==> config.mk <==
export PLATFORM = sky130hd
export DESIGN_NAME = leb128_u32_stream_encoder
export DESIGN_NICKNAME = d
export VERILOG_FILES = /design/src/rtl/leb128_u32_stream_encoder.sv
export SDC_FILE = /design/constraint.sdc
export NUM_CORES = 1
export LEC_CHECK = 0
export CAP_MARGIN = 20
export CORE_ASPECT_RATIO = 1.5
export CORE_UTILIZATION = 35
export DETAILED_ROUTE_END_ITERATION = 7
export GPL_TIMING_DRIVEN = 0
export PLACE_DENSITY = 0.71
export RECOVER_POWER = 100
export SLEW_MARGIN = 30
export SYNTH_ARGS = -nofsm -noshare
export SYNTH_HDL_FRONTEND = slang
export SYNTH_SLANG_ARGS = --single-unit
==> constraint.sdc <==
create_clock -name clk -period 1.5 [get_ports clk]
set_input_delay 0.225 -clock clk [delete_from_list [all_inputs] [get_ports clk]]
set_output_delay 0.225 -clock clk [all_outputs]
set_load 0.1 [all_outputs]
==> src/rtl/leb128_u32_stream_encoder.sv <==
// leb128_u32_stream_encoder
//
// Streams the LEB128 encoding of a 32-bit value, one byte per cycle, with
// valid/ready handshakes on both sides. Unsigned and signed (two's
// complement) encodings are supported. Each encoding is selected per value.
//
// Ports
//   clk        : clock, rising edge
//   rst_n      : asynchronous active-low reset
//   in_valid   : a value is offered on in_data/in_signed
//   in_ready   : the encoder accepts the offered value this cycle
//   in_data    : 32-bit value to encode
//   in_signed  : 1 = signed LEB128, 0 = unsigned (sampled with in_data)
//   out_valid  : out_byte holds an encoded byte
//   out_ready  : the consumer takes out_byte this cycle
//   out_byte   : encoded byte, bit7 = continuation, bits[6:0] = payload group
//   out_last   : out_byte is the final byte of the encoding
//   byte_cnt   : total length of the current encoding (1..5)
module leb128_u32_stream_encoder (
  input  logic        clk,
  input  logic        rst_n,
  input  logic        in_valid,
  output logic        in_ready,
  input  logic [31:0] in_data,
  input  logic        in_signed,
  output logic        out_valid,
  input  logic        out_ready,
  output logic [7:0]  out_byte,
  output logic        out_last,
  output logic [2:0]  byte_cnt
);

  typedef enum logic [0:0] {
    ST_IDLE = 1'b0,
    ST_EMIT = 1'b1
  } state_e;

  // Number of bytes needed for v. Groups 0..3 may terminate the encoding;
  // group 4 always does, so the default is 5.
  function automatic logic [2:0] enc_len(input logic [31:0] v, input logic sgn);
    logic [2:0]         len;
    logic               done;
    logic               hit;
    logic signed [31:0] sv;
    logic signed [31:0] rest_s;
    logic [31:0]        rest_u;
    logic [31:0]        top;
    len  = 3'd5;
    done = 1'b0;
    sv   = v;
    for (int k = 0; k < 4; k++) begin
      rest_s = sv >>> (7 * k + 7);
      rest_u = v >> (7 * k + 7);
      // top[0] is bit 6 of group k, the sign bit of the emitted payload
      top    = v >> (7 * k + 6);
      if (sgn) begin
        hit = ((rest_s == 32'sd0) && !top[0]) ||
              ((rest_s == {32{1'b1}}) && top[0]);
      end else begin
        hit = (rest_u == 32'd0);
      end
      if (!done && hit) begin
        done = 1'b1;
        len  = 3'(k + 1);
      end
    end
    return len;
  endfunction

  // Move the next 7-bit group into bits[6:0]. The arithmetic shift for
  // signed values makes group 4 come out sign-extended for free.
  function automatic logic [31:0] shift7(input logic [31:0] v, input logic sgn);
    logic signed [31:0] sv;
    logic signed [31:0] ash;
    logic [31:0]        res;
    sv  = v;
    ash = sv >>> 7;
    if (sgn) begin
      res = ash;
    end else begin
      res = v >> 7;
    end
    return res;
  endfunction

  state_e      state_q,     state_d;
  logic        out_valid_q, out_valid_d;
  logic [7:0]  out_byte_q,  out_byte_d;
  logic        out_last_q,  out_last_d;
  logic [2:0]  cnt_q,       cnt_d;
  logic [2:0]  idx_q,       idx_d;
  logic [31:0] shift_q,     shift_d;
  logic        sign_q,      sign_d;

  logic        in_ready_s;
  logic        accept_s;
  logic        xfer_s;
  logic [2:0]  nxt_idx_s;
  logic [2:0]  len_s;
  logic        nxt_last_s;

  // Handshake decode, next-state and next-output computation.
  always_comb begin
    state_d     = state_q;
    out_valid_d = out_valid_q;
    out_byte_d  = out_byte_q;
    out_last_d  = out_last_q;
    cnt_d       = cnt_q;
    idx_d       = idx_q;
    shift_d     = shift_q;
    sign_d      = sign_q;

    // A new value may enter while the last byte of the previous one leaves.
    in_ready_s = (state_q == ST_IDLE) || (out_valid_q && out_last_q && out_ready);
    accept_s   = in_valid && in_ready_s;
    xfer_s     = out_valid_q && out_ready;
    nxt_idx_s  = idx_q + 3'd1;
    nxt_last_s = (nxt_idx_s == (cnt_q - 3'd1));
    len_s      = enc_len(in_data, in_signed);

    if (accept_s) begin
      out_valid_d = 1'b1;
      out_last_d  = (len_s == 3'd1);
      out_byte_d  = {(len_s != 3'd1), in_data[6:0]};
      cnt_d       = len_s;
      idx_d       = 3'd0;
      shift_d     = shift7(in_data, in_signed);
      sign_d      = in_signed;
    end else if (xfer_s && out_last_q) begin
      out_valid_d = 1'b0;
      out_last_d  = 1'b0;
      out_byte_d  = 8'h00;
      cnt_d       = 3'd0;
      idx_d       = 3'd0;
      shift_d     = 32'd0;
      sign_d      = 1'b0;
    end else if (xfer_s) begin
      out_last_d  = nxt_last_s;
      out_byte_d  = {!nxt_last_s, shift_q[6:0]};
      idx_d       = nxt_idx_s;
      shift_d     = shift7(shift_q, sign_q);
    end else begin
      out_valid_d = out_valid_q;
    end

    case (state_q)
      ST_IDLE: begin
        if (accept_s) begin
          state_d = ST_EMIT;
        end else begin
          state_d = ST_IDLE;
        end
      end
      ST_EMIT: begin
        if (xfer_s && out_last_q && !accept_s) begin
          state_d = ST_IDLE;
        end else begin
          state_d = ST_EMIT;
        end
      end
      default: begin
        state_d = ST_IDLE;
      end
    endcase
  end

  // State and output registers.
  always_ff @(posedge clk or negedge rst_n) begin
    if (!rst_n) begin
      state_q     <= ST_IDLE;
      out_valid_q <= 1'b0;
      out_byte_q  <= 8'h00;
      out_last_q  <= 1'b0;
      cnt_q       <= 3'd0;
      idx_q       <= 3'd0;
      shift_q     <= 32'd0;
      sign_q      <= 1'b0;
    end else begin
      state_q     <= state_d;
      out_valid_q <= out_valid_d;
      out_byte_q  <= out_byte_d;
      out_last_q  <= out_last_d;
      cnt_q       <= cnt_d;
      idx_q       <= idx_d;
      shift_q     <= shift_d;
      sign_q      <= sign_d;
    end
  end

  assign in_ready  = in_ready_s;
  assign out_valid = out_valid_q;
  assign out_byte  = out_byte_q;
  assign out_last  = out_last_q;
  assign byte_cnt  = cnt_q;

endmodule

== Word-level counts from Yosys, hierarchy flattened ==
Cells that the tools add are included.

* Add/sub/neg operators: 2
* Muxes and demuxes: 33
* Reductions and logical operators: 42
* Eq/ne operators: 8
* Bitwise gates (word level): 1

{| class="wikitable"
|+ Operators with widths
! kind !! count
|-
| $logic_not A32 Y1 || 8
|-
| $mux W32 || 5
|-
| $eq A32 B32 Y1 const B || 4
|-
| $mux W3 || 9
|-
| $mux W8 || 3
|-
| $logic_and A1 B1 Y1 || 17
|-
| $mux W1 || 15
|-
| $logic_not A1 Y1 || 9
|-
| $ne A3 B1 Y1 const B || 2
|-
| $logic_or A1 B1 Y1 || 5
|-
| $add A3 B1 Y3 const B || 1
|-
| $eq A3 B1 Y1 const B || 1
|-
| $eq A3 B3 Y1 || 1
|-
| $reduce_bool A3 Y1 || 1
|-
| $sub A3 B1 Y3 const B || 1
|-
| $pmux W1 S2 || 1
|-
| $reduce_and A2 Y1 || 1
|-
| $reduce_bool A2 Y1 || 1
|-
| $not A1 Y1 || 1
|}

* Register bits: 50
* Output and inout port bits: 14
* Input port bits: 37
* Word-level logic and storage cells: 95

== Depth between registers and ports, before layout ==
* Depth after elaboration: 16
* Gate-level depth with buffers: 8
* Gate-level depth less buffers: 7

== Worst setup path after synthesis ==
OpenSTA, ideal clock, no wires.

* Kind: reg-to-reg
* Start point: register out_last_q, in the netlist out_last
* End point: register out_byte_q[7], in the netlist out_byte[7]
* Slack: -900 ps
* Setup time: 126 ps
* Path buffers: 2
* Required time: 1374 ps
* Data arrival time: 2274 ps
* Cell stages (with the launch flop): 8
* Period minus slack after synthesis: 2400 ps
* Cell sequence: dfrtp_1 > buf_6 > nand3_2 > nand2_4 > and2_1 > clkbuf_8 > nor4_1 > a311o_1

* Cells in the longest elaborated chain, start to end: 5
* Elaborated cells on any way between the ends: 8
* Those cells by class: 2 x mux; 6 x reduce/logical

{| class="wikitable"
|+ RTL lines
! what !! RTL line !! text
|-
| from (decl) || 89 || <nowiki>logic out_last_q, out_last_d;</nowiki>
|-
| from (signal assigned) || 182 || <nowiki>out_last_q <= out_last_d;</nowiki>
|-
| $logic_and A1 B1 Y1 (*) (2 in a row) || 114 || <nowiki>in_ready_s = (state_q == ST_IDLE) || (out_valid_q && out_last_q && out_ready);</nowiki>
|-
| $logic_or A1 B1 Y1 (*) || 114 ||
|-
| net in_ready || 23 || <nowiki>output logic in_ready,</nowiki>
|-
| $logic_and A1 B1 Y1 (*) || 115 || <nowiki>accept_s = in_valid && in_ready_s;</nowiki>
|-
| $reduce_bool A3 Y1 (no line) or $mux W8 (tied branches) || -- ||
|-
| to (signal assigned) || 181 || <nowiki>out_byte_q <= out_byte_d;</nowiki>
|-
| to (decl) || 88 || <nowiki>logic [7:0] out_byte_q, out_byte_d;</nowiki>
|}

Mark *: on every way through the listed nets, which the timed path passes. The rest lies on a longest branch.
A chain may end at the register's enable or synchronous reset.

== Final worst setup path ==
* Start point: register cnt_q[0], in the netlist byte_cnt[0]
* End point: register out_byte_q[7], in the netlist out_byte[7]

* Cells in the longest elaborated chain, start to end: 6

{| class="wikitable"
|+ RTL lines
! what !! RTL line !! text
|-
| from (decl) || 90 || <nowiki>logic [2:0] cnt_q, cnt_d;</nowiki>
|-
| from (signal assigned) || 183 || <nowiki>cnt_q <= cnt_d;</nowiki>
|-
| $sub A3 B1 Y3 || 118 || <nowiki>nxt_last_s = (nxt_idx_s == (cnt_q - 3'd1));</nowiki>
|-
| $eq A3 B3 Y1 || 118 ||
|-
| $logic_not A1 Y1 || 139 || <nowiki>out_byte_d = {!nxt_last_s, shift_q[6:0]};</nowiki>
|-
| $mux W8 || 137 || <nowiki>end else if (xfer_s) begin</nowiki>
|-
| $mux W8 || 129 || <nowiki>end else if (xfer_s && out_last_q) begin</nowiki>
|-
| $mux W8 || 121 || <nowiki>if (accept_s) begin</nowiki>
|}

Every way passes these cells. The select of a mux whose other input is x is not followed.

==> run_results.csv <==
group,metric,value,unit
yosys,yosysTopAreaCellShare,46.7,%
route,vias,2346,
timing,finalSetupViolations,2,
critical_path,start_kind,"flip-flop",
layout,diodes,0,
yosys,synth.distinct_cells,39,
critical_path,crit_cells,7,
grt,grt_max_degree,46,
timing,worst_pin_slew,0.638,ns
yosys,synth_fp_nets,312,
timing,hold_viol_final,0,
timing,rsz0062_at_grt,"yes",
cts,clock-root-buffer,"clkbuf_8",
place,dpl.hpwl,5050,um
grt,track_usage,20.7,%
route,vias_per_cell,5.64,
worst_hold_path,whs_path_depth,3,
timing,setup_slack,-0.0528,ns
critical_path,path_buf_inv,1,
floorplan,ios,51,
power,cellPowerDensity,1850,nW/um^2
place,gp_congestion,0.854,
yosys,syn_area,2410,sq um
floorplan,die_area,7240,sq um
yosys,seq_area_frac_synth,46.7,%
cts,insertion_delay,0.30,ns
floorplan,start_util,36.7,%
critical_path,critPathRequiredTime,1.69,ns
floorplan,rows,36,
route,ant_nets,0,
place,port_buffers,50,
floorplan,fp.dieW,69.8,um
yosys,yosysTopAreaCell,"dfrtp_1",
grt,grt.met1_usage,24.3,%
cts,cts.clk_slew.worst_paths,0.08,ns
floorplan,core-area,6580,sq um
yosys,synth_area_leaders,"dfrtp_1 47%, nor3b_1 8.4%, a21oi_1 8.1%, o21ai_0 7.5%, nand2_1 6.4%",
cts,cts_tree,"built",
critical_path,cpPeakStageDelay,0.51,ns
yosys,syn_area_per_cell,8.84,sq um
yosys,synthCells,273,
timing,finalCritPeriodShare,104,%
yosys,yosys_warnings,0,
cts,clkSinkCount,45,
critical_path,crit_family,"flip-flops",
critical_path,cp.arrival,1.74,ns
layout,area_delta_synth_final,44.7,%
power,vdd_drop_max,0.00140,V
place,dp_slack,-0.931,ns
power,p_leak,1.42,nW
grt,first_global_vias,2465,
status,violations,"setup timing",
worst_hold_path,hold_class,"primary input to flip-flop",
route,wirelength,7370,um
place,place_area,3040,sq um
timing,final_max_slew_viol_count,0,
critical_path,worstPathMaxFanout,2,
critical_path,crit_type,"flip-flop to flip-flop",
grt,use_met3,3.31,%
grt,grt_use_met2,35.7,%
critical_path,crit_path_end_kind,"flip-flop",
critical_path,reg2reg_depth,7,
grt,busiest_layer,"met2",
run,maxCapViolCount,0,
timing,fin_worst_skew,0.00382,ns
grt,antenna_found_initial,0,
route,drc,0,
cts,ctsLongestPathBuffers,2,
floorplan,fp.dieH,104,um
timing,holdWs,0.225,ns
timing,fmax,644,MHz
cts,numCtsBuffers,5,
grt,grt_pass1_wl,12000,um
status,status,"finished with violations",
grt,grt_overflow,0,
layout,design_area,3490,sq um
cts,cts-htree-levels,2,
route,firstDrtPassIters,4,
timing,relSlewSlack,57.5,%
yosys,synth-seq-cells,45,
timing,min_period,1.55,ns
route,wire_per_inst,17.7,um
power,power.total,6.46,mW
route,dr.first_iter.drc_count,222,
critical_path,worst_path_max_delay_cell,"dfrtp_4",
layout,layout.nets,378,
layout,drive_gt1_share,32.1,%
critical_path,crit_chain,"inv_4 > ha_4 > xor2_1 > xnor2_1 > nor3_2 > nor4_1 > a311o_1",
## placed cells by master (no fill, tap or decap), drive strengths merged, types with 9 or more instances in the layout
cell type | netlist | final
dlygate4sd2 | 0 | 12
clkdlybuf4s50 | 0 | 16
nand3 | 9 | 9
dfrtp | 45 | 45
a21oi | 39 | 39
buf | 8 | 21
nor3b | 27 | 27
nand2 | 44 | 44
clkbuf | 12 | 22
o21ai | 37 | 37
## timing repair
item / CTS / global route
gates cloned: 0 / 1
pin swaps: 9 / 8
setup buffers: 8 / 0
hold buffers: 1 / 0
hold endpoints to repair: 45 / 0
resized for setup: 112 / 85
endpoints found under the setup margin: 58 / 43
## routing by layer
metal | vias to the layer above | part of all wire, %
met5 | - | 0
met1 | 1157 | 40
met2 | 67 | 53
li1 | 1101 | -
met4 | 0 | 3.6
met3 | 21 | 3.5
## cell families after synthesis
kind of cell | count (synthesis) | synth area share [%]
xor gates and xnor gates | 5 | 1.82
and+or+nand+nor | 115 | 26.6
DFF | 45 | 46.7
buffers and inverters | 22 | 5.13
AOI/OAI and AO/OA | 84 | 18.7
adders and majority gates | 2 | 1.04
## cell type report
class	instances	area, sq um
timing repair buffer	60	561
inverter	2	10.0
buffer	19	180
multi-input combinational	206	1410
sequential	45	1140
tap	76	95.1
fill	616	3090
clock buffer	8	90.1
## state kept, by name, summed over array words and instances, names as in the netlist
| register | count |
|---|---|
| byte_cnt | 3 |
| out_byte | 8 |
| idx_q | 3 |
| state_q | 1 |
| sign_q | 1 |
| out_valid | 1 |
| shift_q | 27 |
| out_last | 1 |
## power by group
part,total [mW],switching (mW),internal [mW]
clock,0.786,0.409,0.376
sequential,2.11,0.342,1.77
combinational,3.56,2.39,1.18
## through the flow
step	TNS, ns	utilization (%)	std cells
global placement	-68.67	46.3	399
finish	-0.0843	53.1	416
detailed placement	-21.54	46.2	399
CTS	-0.122	50.7	415
global route	-0.836	53.1	416
floorplan	-11.45	-	273
## final timing paths
path | end | startpoint | slack [ns]
setup / recovery | out_byte[7]$_DFFE_PN0P_ | byte_cnt[0]$_DFFE_PN0P_ | -0.05
hold / removal | shift_q[5]$_DFFE_PN0P_ | in_data[12] | 0.22
setup reg to reg | out_byte[7]$_DFFE_PN0P_ | byte_cnt[0]$_DFFE_PN0P_ | -0.05
hold reg to reg | sign_q$_DFFE_PN0P_ | sign_q$_DFFE_PN0P_ | 0.50
max in group asynchronous | out_valid$_DFFE_PN0P_ | rst_n | 0.50
min in group asynchronous | out_byte[5]$_DFFE_PN0P_ | rst_n | 0.51
## worst reg2reg max path: stages, from the launching register on
cell     delay, ns
dfrtp_4       0.51
inv_4         0.07
ha_4          0.13
xor2_1        0.16
xnor2_1       0.10
nor3_2        0.14
nor4_1        0.06
a311o_1       0.27
## Yosys cell counts, drive strengths merged
cell     n
and2     2
nand2b   3
a41o     1
clkbuf  12
o21ai   37
a31o     1
nor3b   27
a211o    1
nor4     6
a311o    1
nand4b   1
nand4    4
a21o     1
a22oi    2
a21oi   39
nor2b    2
a32o     1
xor2     2
nor3     7
and3     1
buf      8
nand2   44
ha       2
nor2     8
and2b    1
xnor2    3
nand3    9
dfrtp   45
inv      2
Note: power is estimated with default switching activity, not from simulation.
